### src/rtl/stroke_pkg.sv
// Shared definitions for the stroke-ratio scheduler: phase encodings,
// division handshake states and the default datapath width.
package stroke_pkg;

    localparam int DEF_W = 32;

    typedef enum logic [1:0] {
        PH_WAIT  = 2'd0,
        PH_DRIVE = 2'd1,
        PH_RECOV = 2'd2
    } phase_t;

    typedef enum logic {
        D_IDLE = 1'b0,
        D_WAIT = 1'b1
    } div_state_t;

endpackage

### src/rtl/stroke_ratio_sched_phase_counter.sv
// Edge detection, drive/recovery phase tracking with saturating per-phase
// counters and a stall timer; flags each completed stroke with its counts.
module phase_counter
    import stroke_pkg::*;
#(
    parameter int W         = DEF_W,
    parameter int STALL_MAX = 1048575
) (
    input  logic         clk,
    input  logic         clr_n,
    input  logic         i_start_drive,
    input  logic         i_start_recovery,
    output logic         o_stroke_done,
    output logic [W-1:0] o_snap_rec,
    output logic [W-1:0] o_snap_drv,
    output phase_t       o_phase
);

    localparam int STW = $clog2(STALL_MAX + 1);

    logic           r_sd_q;
    logic           r_sr_q;
    logic           r_de;
    logic           r_re;
    phase_t         r_phase;
    logic [W-1:0]   r_drv_cnt;
    logic [W-1:0]   r_rec_cnt;
    logic [STW-1:0] r_stall;

    logic           w_de;
    logic           w_re;
    logic           w_stall_hit;
    logic [W-1:0]   w_drv_inc;
    logic [W-1:0]   w_rec_inc;

    // Simultaneous edges cancel each other; the phase simply keeps counting.
    assign w_de        = r_de & ~r_re;
    assign w_re        = r_re & ~r_de;
    assign w_stall_hit = (r_stall == STW'(STALL_MAX - 1));
    assign w_drv_inc   = (r_drv_cnt == '1) ? r_drv_cnt : r_drv_cnt + W'(1);
    assign w_rec_inc   = (r_rec_cnt == '1) ? r_rec_cnt : r_rec_cnt + W'(1);

    assign o_stroke_done = (r_phase == PH_RECOV) && w_de;
    assign o_snap_rec    = r_rec_cnt;
    assign o_snap_drv    = r_drv_cnt;
    assign o_phase       = r_phase;

    always_ff @(posedge clk or negedge clr_n) begin
        if (!clr_n) begin
            r_sd_q    <= 1'b0;
            r_sr_q    <= 1'b0;
            r_de      <= 1'b0;
            r_re      <= 1'b0;
            r_phase   <= PH_WAIT;
            r_drv_cnt <= '0;
            r_rec_cnt <= '0;
            r_stall   <= '0;
        end else begin
            r_sd_q <= i_start_drive;
            r_sr_q <= i_start_recovery;
            r_de   <= i_start_drive & ~r_sd_q;
            r_re   <= i_start_recovery & ~r_sr_q;

            unique case (r_phase)
                PH_WAIT: begin
                    if (w_de) begin
                        r_phase   <= PH_DRIVE;
                        r_drv_cnt <= W'(1);
                        r_rec_cnt <= '0;
                        r_stall   <= '0;
                    end
                end
                PH_DRIVE: begin
                    if (w_de) begin
                        r_drv_cnt <= W'(1);
                        r_stall   <= '0;
                    end else if (w_re) begin
                        r_phase   <= PH_RECOV;
                        r_rec_cnt <= W'(1);
                        r_stall   <= '0;
                    end else if (w_stall_hit) begin
                        r_phase   <= PH_WAIT;
                        r_drv_cnt <= '0;
                        r_rec_cnt <= '0;
                        r_stall   <= '0;
                    end else begin
                        r_drv_cnt <= w_drv_inc;
                        r_stall   <= r_stall + STW'(1);
                    end
                end
                PH_RECOV: begin
                    // A drive edge here closes the stroke and opens the next one.
                    if (w_de) begin
                        r_phase   <= PH_DRIVE;
                        r_drv_cnt <= W'(1);
                        r_rec_cnt <= '0;
                        r_stall   <= '0;
                    end else if (w_stall_hit) begin
                        r_phase   <= PH_WAIT;
                        r_drv_cnt <= '0;
                        r_rec_cnt <= '0;
                        r_stall   <= '0;
                    end else begin
                        r_rec_cnt <= w_rec_inc;
                        r_stall   <= r_stall + STW'(1);
                    end
                end
                default: begin
                    r_phase   <= PH_WAIT;
                    r_drv_cnt <= '0;
                    r_rec_cnt <= '0;
                    r_stall   <= '0;
                end
            endcase
        end
    end

endmodule

### src/rtl/stroke_ratio_sched.sv
// Stroke-ratio scheduler: launches one recovery/drive division per completed
// stroke on the shared divider and latches the resulting ratio.
module stroke_ratio_sched
    import stroke_pkg::*;
#(
    parameter int W         = DEF_W,
    parameter int DIV_TMO   = 64,
    parameter int STALL_MAX = 1048575,
    parameter int SC_W      = 16
) (
    input  logic            clk,
    input  logic            clr_n,
    input  logic            start_drive,
    input  logic            start_recovery,
    output logic            div_start,
    output logic [W-1:0]    div_num,
    output logic [W-1:0]    div_den,
    input  logic            div_done,
    input  logic [W-1:0]    div_result,
    output logic [W-1:0]    ratio,
    output logic            ratio_valid,
    output logic [SC_W-1:0] stroke_count,
    output logic [1:0]      phase,
    output logic            overrun,
    output logic            div_tmo
);

    localparam int TW = $clog2(DIV_TMO + 1);

    logic            w_stroke_done;
    logic [W-1:0]    w_snap_rec;
    logic [W-1:0]    w_snap_drv;
    phase_t          w_phase;

    div_state_t      r_dstate;
    logic [TW-1:0]   r_tmo;
    logic            r_div_start;
    logic [W-1:0]    r_div_num;
    logic [W-1:0]    r_div_den;
    logic [W-1:0]    r_ratio;
    logic            r_ratio_valid;
    logic [SC_W-1:0] r_stroke_count;
    logic            r_overrun;
    logic            r_div_tmo;

    phase_counter #(
        .W         (W),
        .STALL_MAX (STALL_MAX)
    ) u_phase_counter (
        .clk              (clk),
        .clr_n            (clr_n),
        .i_start_drive    (start_drive),
        .i_start_recovery (start_recovery),
        .o_stroke_done    (w_stroke_done),
        .o_snap_rec       (w_snap_rec),
        .o_snap_drv       (w_snap_drv),
        .o_phase          (w_phase)
    );

    // Operands stay registered for the whole operation, so the divider may
    // sample them any time before it signals done.
    always_ff @(posedge clk or negedge clr_n) begin
        if (!clr_n) begin
            r_dstate       <= D_IDLE;
            r_tmo          <= '0;
            r_div_start    <= 1'b0;
            r_div_num      <= '0;
            r_div_den      <= '0;
            r_ratio        <= '0;
            r_ratio_valid  <= 1'b0;
            r_stroke_count <= '0;
            r_overrun      <= 1'b0;
            r_div_tmo      <= 1'b0;
        end else begin
            r_div_start   <= 1'b0;
            r_ratio_valid <= 1'b0;
            r_overrun     <= 1'b0;
            r_div_tmo     <= 1'b0;

            unique case (r_dstate)
                D_IDLE: begin
                    if (w_stroke_done && (w_snap_rec != '0) && (w_snap_drv != '0)) begin
                        r_div_num   <= w_snap_rec;
                        r_div_den   <= w_snap_drv;
                        r_div_start <= 1'b1;
                        r_tmo       <= '0;
                        r_dstate    <= D_WAIT;
                    end
                end
                D_WAIT: begin
                    // Strokes finishing while busy are dropped; the running op is untouched.
                    if (w_stroke_done) begin
                        r_overrun <= 1'b1;
                    end
                    if (div_done) begin
                        r_ratio        <= div_result;
                        r_stroke_count <= r_stroke_count + SC_W'(1);
                        r_ratio_valid  <= 1'b1;
                        r_dstate       <= D_IDLE;
                    end else if (r_tmo == TW'(DIV_TMO - 1)) begin
                        r_div_tmo <= 1'b1;
                        r_dstate  <= D_IDLE;
                    end else begin
                        r_tmo <= r_tmo + TW'(1);
                    end
                end
                default: r_dstate <= D_IDLE;
            endcase
        end
    end

    assign div_start    = r_div_start;
    assign div_num      = r_div_num;
    assign div_den      = r_div_den;
    assign ratio        = r_ratio;
    assign ratio_valid  = r_ratio_valid;
    assign stroke_count = r_stroke_count;
    assign phase        = w_phase;
    assign overrun      = r_overrun;
    assign div_tmo      = r_div_tmo;

endmodule

### config.mk
export PLATFORM = sky130hd
export DESIGN_NAME = stroke_ratio_sched
export DESIGN_NICKNAME = d
export VERILOG_FILES = /design/src/rtl/stroke_pkg.sv /design/src/rtl/stroke_ratio_sched_phase_counter.sv /design/src/rtl/stroke_ratio_sched.sv
export SDC_FILE = /design/constraint.sdc
export NUM_CORES = 1
export LEC_CHECK = 0
export BUFFER_PORTS_ARGS = -buffer_cell sky130_fd_sc_hd__buf_2
export CELL_PAD_IN_SITES_DETAIL_PLACEMENT = 1
export CELL_PAD_IN_SITES_GLOBAL_PLACEMENT = 2
export CORE_ASPECT_RATIO = 0.6
export CORE_MARGIN = 2
export CORE_UTILIZATION = 29
export DETAILED_ROUTE_END_ITERATION = 8
export PLACE_DENSITY = 0.76
export SLEW_MARGIN = 10
export SYNTH_ARGS = -nofsm -noshare
export SYNTH_HDL_FRONTEND = slang
export SYNTH_SLANG_ARGS = --single-unit
### constraint.sdc
create_clock -name clk -period 7.7 [get_ports clk]
set_clock_uncertainty 0.2 [all_clocks]
set_input_delay 0.77 -clock clk [delete_from_list [all_inputs] [get_ports clk]]
set_output_delay 0.77 -clock clk [all_outputs]
set_load 0.02 [all_outputs]
==> impl_results.md, run 1 <==
* Vias per cell at between 5 and 6
* First-pass GRT wire length at 46300 um
* Post-route setup TNS at 0 ns
* Area of the multi-input gates at 4420 um^2
* Worst slew pin tran at 1.10 ns
* Tcrit/Tclk final at roughly 49%
* Most common cell after layout, fill and taps aside: dfrtp_1
* Share of cells above drive strength 1 at 29.5%
* Clk buf depth at 3
* Post-Route WL at 28500 um
* DRC at 0
* Most frequent cells in the layout: dfrtp_1 (214), buf_2 (153), mux2_2 (97)
* IO Pins at 155
* Clock transition at the registers of the reported paths at 0.06 ns
* Starting Density at 29.6%
* Fmax at 267 MHz
* Die Footprint at around 36000 um^2
* Synthesized area per cell at around 11 um^2
* Peak supply drop at 0.000112 V
* Vias at 7738
* Seq. cell area at 5360 um^2
* RSZ-0062 raised after global routing: false
* Hold_buf cts at 0
* Number of nets in the layout at between 1000 and 1500
* EDFF count, synth at 0
* H-tree Lvls at 1
* Synth area leader: dfrtp_1
* Worst path slowest cell: a211oi_2
* Clk_lat worst skew at 0.53 ns
* Port bufs at about 150
* CTS tree: yes
* DP Area at around 11000 um^2
* Library cells used by synthesis at 59
* Row count at 52
* Final Cell Area at approximately 12000 um^2
* Number of global-route vias before repair at 8034
* Pwr dens at 275 nW/um^2
* Post-route minimum period at roughly 3.7 ns
* Post-Layout Cell Count at 1537
* Crit path max fanout at 16
* Crit path kind: flip-flop to flip-flop
* # setup viols final at 0
* HP Class: primary input to async pin
* Initial antenna violation count at 0
* DRT iter0 DRCs at 451
* Largest net degree at the start of global routing at 80
* Synth top area share at 53.4%
* Final Hold Viols at 0
* Worst Path Arrival at slightly below 4 ns
* Post-synthesis cell count at 925
* Clock root cell: clkbuf_16
* Post-CTS resize count at 0
* Max Cap Viol at 0
* Synth top area cells: dfrtp_1 (53%), mux2_2 (11%), o21ai_0 (3.5%), nor2_1 (2.8%), nand2_1 (2.1%)
* Area Growth Syn to Fin at 19.9%
* Worst setup EP type: flip-flop
* Avg WL per Cell at 18.6 um
* Post-synthesis register bit count at around 210
* CTS sink cnt at approximately 210
* Startpoint Class: flip-flop
* Leakage at 5.58 nW
* Max Transition Viols Final at 0
* Power Total at around 3.3 mW
* CORE AREA at 33900 um^2
* Crit-path max cell delay at 0.83 ns
* Fin util at between 30 and 40%
* Critical Path RT at a little under 8 ns
* CTS Buf Count at 23
* Gr usage total at 15.9%
* Async SR Flop Fraction at 100%
* Routability cong. at between 0.7 and 0.8
* Synth Cell Area at roughly 10000 um^2
* Worst-path cell chain: inv_1 > ha_1 > nand4_1 > or4_4 > or2_0 > a211oi_2 > nand2_2 > o41ai_1
* Net count after synthesis at 974
* Post-CTS setup buffer count at 0
* ANT nets after route at 0
* Post-Place Cells at 1499
* Sequential-to-total area share from yosys stat at 53.4%
* Run status: finished clean
* Synth warnings at 0
* Die W at between 200 and 250 um
* DPL Wire Length at 19900 um
* DIE HEIGHT at 148 um
* R2R setup slack at 3.95 ns
* Worst slew margin at 25.9%
* Grt total ovfl at 0
* # diodes at 0
* Top_reg_cell synth: dfrtp_1
* Detailed Routing Iterations Pass 1 at 4
* Fill count at approximately 3800
## state kept, by name, indices dropped and copies added (netlist names)
signal	count
div_den	32
div_num	32
ratio	32
u_phase_counter.o_snap_drv	32
u_phase_counter.o_snap_rec	32
u_phase_counter.r_stall	20
stroke_count	16
r_tmo	7
u_phase_counter.o_phase	2
div_start	1
div_tmo	1
overrun	1
r_dstate	1
ratio_valid	1
u_phase_counter.r_de	1
u_phase_counter.r_re	1
u_phase_counter.r_sd_q	1
u_phase_counter.r_sr_q	1
## metrics by stage
step / hold WS [ns] / setup slack, ns
finish: 0.0306 / 3.95
floorplan: 0.178 / 5.02
global route: 0.0535 / 3.72
global placement: 0.196 / 4.12
CTS: 0.0447 / 3.94
detailed placement: 0.193 / 3.96
## layout make-up
| type | count | share of cell area (%) |
|---|---|---|
| flip-flops and latches | 214 | 44.6 |
| inverters | 13 | 0.406 |
| well taps | 459 | 4.78 |
| clock buffers | 36 | 5.95 |
| clock inverters | 2 | 0.323 |
| multi-input cells | 648 | 36.8 |
| repair buffers | 165 | 7.19 |
## cell usage after synthesis, drive strengths merged (21+ instances only)
cell / instances
a21oi: 39
a31oi: 21
and3: 22
clkbuf: 32
dfrtp: 214
mux2: 97
nand2: 58
nand3: 39
nand4: 32
nor2: 74
o21ai: 82
xnor2: 21
## per-layer routing
metal  vias to the layer above  global-route usage [%]  wire, um
met5                         -                       0         0
met4                         0                    2.32       334
met3                        23                    2.81      1060
met2                       113                    23.7     12400
met1                      3940                    24.3     14700
li1                       3662                       -         -
## critical path: cells and delay by family (launching register included)
family,cells,cell delay [ns]
adder cells (fa/ha/maj),1,0.14
buffers and inverters,1,0.09
AO/OA/AOI/OAI,2,1.29
AND/OR/NAND/NOR,4,1.47
flip-flops,1,0.43
## where the power goes
group          internal [mW]  switching, mW  total [mW]
registers               1.25         0.0933        1.34
logic                  0.279          0.566       0.845
clock network          0.665          0.450        1.11
## logic make-up after synthesis
| logic type | count (synthesis) | synth area share, % |
|---|---|---|
| XOR/XNOR | 35 | 3.06 |
| flip-flops | 214 | 53.4 |
| buffers and inverters | 63 | 2.63 |
| AO/OA/AOI/OAI | 189 | 12.0 |
| AND/OR/NAND/NOR | 313 | 16.3 |
| adder cells (fa/ha/maj) | 12 | 1.50 |
| multiplexers | 99 | 11.1 |
## worst paths after layout
check,start,end,cells after the start
setup / recovery,u_phase_counter.r_stall[0],u_phase_counter.o_snap_rec[17],8
min in group clk,start_drive,u_phase_counter.r_sd_q,1
hold reg to reg,u_phase_counter.r_sd_q,u_phase_counter.r_de,1
hold / removal,clr_n,div_num[7],1
setup reg to reg,u_phase_counter.r_stall[0],u_phase_counter.o_snap_rec[17],8
max in group asynchronous,clr_n,div_num[10],2
(Power assumes the default switching activity.)
==> inputs of run 2 (changes only) <==
==> constraint.sdc (replaced) <==
create_clock -name clk -period 3.81 [get_ports clk]
set_clock_uncertainty 0.2 [all_clocks]
set_input_delay 0.381 -clock clk [delete_from_list [all_inputs] [get_ports clk]]
set_output_delay 0.381 -clock clk [all_outputs]
set_load 0.02 [all_outputs]
==> run 2 against run 1 <==
Effect of this change:
- combinational power is 110% higher
- worst setup slack got worse by 3.2 ns
- maximum frequency grew 21%
- critical endpoint unchanged
- largest cell class unchanged
- largest power group unchanged
- routed wire length grew 1.3%
- critical path depth is 1 lower
- count of clock-buffer cells in the layout decreased by 4
==> impl_results.md, run 2 (synthesis gave the netlist of run 1 again) <==
* Run status: finished clean (unchanged)
* Crit path kind: flip-flop to flip-flop (unchanged)
* Gr usage total at 16.2% (was 15.9%)
* Worst setup EP type: flip-flop (unchanged)
* RSZ-0062 raised after global routing: false (unchanged)
* H-tree Lvls at 1 (unchanged)
* Leakage at 5.78 nW (was 5.58 nW)
* Crit path max fanout at 16 (unchanged)
* Worst slew margin at 38.8% (was 25.9%)
* Area Growth Syn to Fin at 24.3% (was 19.9%)
* Die W at 244 um (unchanged)
* Starting Density at 29.6% (unchanged)
* Worst slew pin tran at 0.911 ns (was 1.10 ns)
* Number of nets in the layout at 1157 (was 1114)
* Post-CTS setup buffer count at 0 (unchanged)
* Clk buf depth at 3 (unchanged)
* DRC at 0 (unchanged)
* Port bufs at 154 (unchanged)
* Power Total at 6.76 mW (was 3.30 mW)
* DPL Wire Length at 20200 um (was 19900 um)
* CTS sink cnt at 214 (unchanged)
* Die Footprint at 36100 um^2 (unchanged)
* Startpoint Class: flip-flop (unchanged)
* Clock root cell: clkbuf_16 (unchanged)
* Tcrit/Tclk final at 81.4% (was 48.6%)
* Worst Path Arrival at 3.31 ns (was 3.96 ns)
* Grt total ovfl at 0 (unchanged)
* Worst path slowest cell: or4_4 (was a211oi_2)
* Max Transition Viols Final at 0 (unchanged)
* Number of global-route vias before repair at 8132 (was 8034)
* Initial antenna violation count at 0 (unchanged)
* CORE AREA at 33900 um^2 (unchanged)
* Clock transition at the registers of the reported paths at 0.06 ns (about the same)
* Post-Route WL at 28900 um (was 28500 um)
* Max Cap Viol at 0 (unchanged)
* # diodes at 0 (unchanged)
* IO Pins at 155 (unchanged)
* First-pass GRT wire length at 47100 um (was 46300 um)
* Avg WL per Cell at 18.2 um (was 18.6 um)
* DRT iter0 DRCs at 517 (was 451)
* Row count at 52 (unchanged)
* CTS tree: yes (unchanged)
* # setup viols final at 0 (unchanged)
* Vias per cell at 4.99 (was 5.03)
* CTS Buf Count at 23 (unchanged)
* Routability cong. at 0.776 (was 0.791)
* Worst path top cell family by delay: simple AND/OR/NAND/NOR gates (unchanged)
* DIE HEIGHT at 148 um (unchanged)
* Vias at 7899 (was 7738)
* Clk_lat worst skew at 0.53 ns (about the same)
* Critical Path RT at 4.02 ns (was 7.91 ns)
* Fmax at 323 MHz (was 267 MHz)
* ANT nets after route at 0 (unchanged)
* Most frequent cells in the layout: dfrtp_1 (214), buf_2 (153), mux2_2 (97) (unchanged)
* Worst-path cell chain: nand4_1 > or4_4 > or2_0 > a211oi_2 > buf_4 > nand2_2 > o41ai_1 (was inv_1 > ha_1 > nand4_1 > or4_4 > or2_0 > a211oi_2 > nand2_2 > o41ai_1)
* Fill count at 3791 (was 3769)
* Pwr dens at 543 nW/um^2 (was 275 nW/um^2)
* HP Class: flip-flop to flip-flop (was primary input to async pin)
* Final Hold Viols at 0 (unchanged)
* Bufs and invs on worst path at 1 (unchanged)
* Post-route minimum period at 3.10 ns (was 3.75 ns)
* Peak supply drop at 0.000274 V (was 0.000112 V)
* Most common cell after layout, fill and taps aside: dfrtp_1 (unchanged)
* Crit-path max cell delay at 0.56 ns (was 0.83 ns)
* Share of cells above drive strength 1 at 29.2% (was 29.5%)
* Detailed Routing Iterations Pass 1 at 4 (unchanged)
* Largest net degree at the start of global routing at 88 (was 80)
* Post-route setup TNS at 0 ns (unchanged)
## run 2: cell count changes in the layout (fill, tap and decap cells not counted), moves of 4 or more
| cell | delta |
|---|---|
| dlygate4sd3_1 | +36 |
| buf_4 | +6 |
| clkbuf_8 | -4 |
| clkinv_2 | +4 |
## run 2: stage by stage
step / cells / instance area [um^2] / utilization, % / hold WS, ns / worst slack, ns
CTS: 1583 / 12500 / 36.7 / 0.225 / 0.718
global placement: 1506 / 11300 / 33.4 / 0.205 / 0.837
finish: 1583 / 12500 / 36.7 / 0.221 / 0.710
detailed placement: 1506 / 11300 / 33.4 / 0.216 / 0.718
global route: 1583 / 12500 / 36.7 / 0.249 / 0.520
floorplan: 925 / 10000 / - / -0.115 / 1.13
## run 2: routing by layer
| metal | up-vias | wire length (um) | track usage (%) |
|---|---|---|---|
| li1 | 3742 | - | - |
| met1 | 4004 | 14900 | 24.7 |
| met2 | 119 | 12500 | 24.2 |
| met3 | 34 | 934 | 2.54 |
| met4 | 0 | 552 | 3.41 |
| met5 | - | 0 | 0 |
## run 2: final timing paths
kind / from / end / slack [ns] / cells past startpoint
max in group asynchronous: clr_n / u_phase_counter.r_stall[12] / 2.20 / 3
min: u_phase_counter.r_sd_q / u_phase_counter.r_de / 0.22 / 1
min reg2reg: u_phase_counter.r_sd_q / u_phase_counter.r_de / 0.22 / 1
max: u_phase_counter.r_stall[10] / u_phase_counter.o_snap_rec[17] / 0.71 / 7
max reg2reg: u_phase_counter.r_stall[10] / u_phase_counter.o_snap_rec[17] / 0.71 / 7
min in group asynchronous: clr_n / div_num[6] / 0.24 / 2
## run 2: final cells by class
class / instances / area, um^2 / area share [%]
flip-flops and latches: 214 / 5360 / 43.0
multi-input cells: 648 / 4420 / 35.5
repair buffers: 208 / 1290 / 10.4
clock buffers: 32 / 659 / 5.30
well taps: 459 / 574 / 4.61
clock inverters: 9 / 105 / 0.844
inverters: 13 / 48.8 / 0.392
## run 2: power by group
group	internal [mW]	switching [mW]	total, mW
Sequential	2.52	0.192	2.71
Clock	1.35	0.943	2.29
Combinational	0.610	1.15	1.76
Total	4.48	2.28	6.76
## run 2: worst register-to-register path, delay by kind of cell, from the launching register on
kind,cells,cell delay [ns]
and+or+nand+nor,4,1.48
DFF,1,0.42
AOI/OAI and AO/OA,2,0.67
buffers and inverters,1,0.22
## run 2: repair_timing
| action | CTS | global route |
|---|---|---|
| gates resized for setup | 0 | 0 |
| hold buffers | 36 | 0 |
| endpoints found under the hold margin | 121 | 0 |
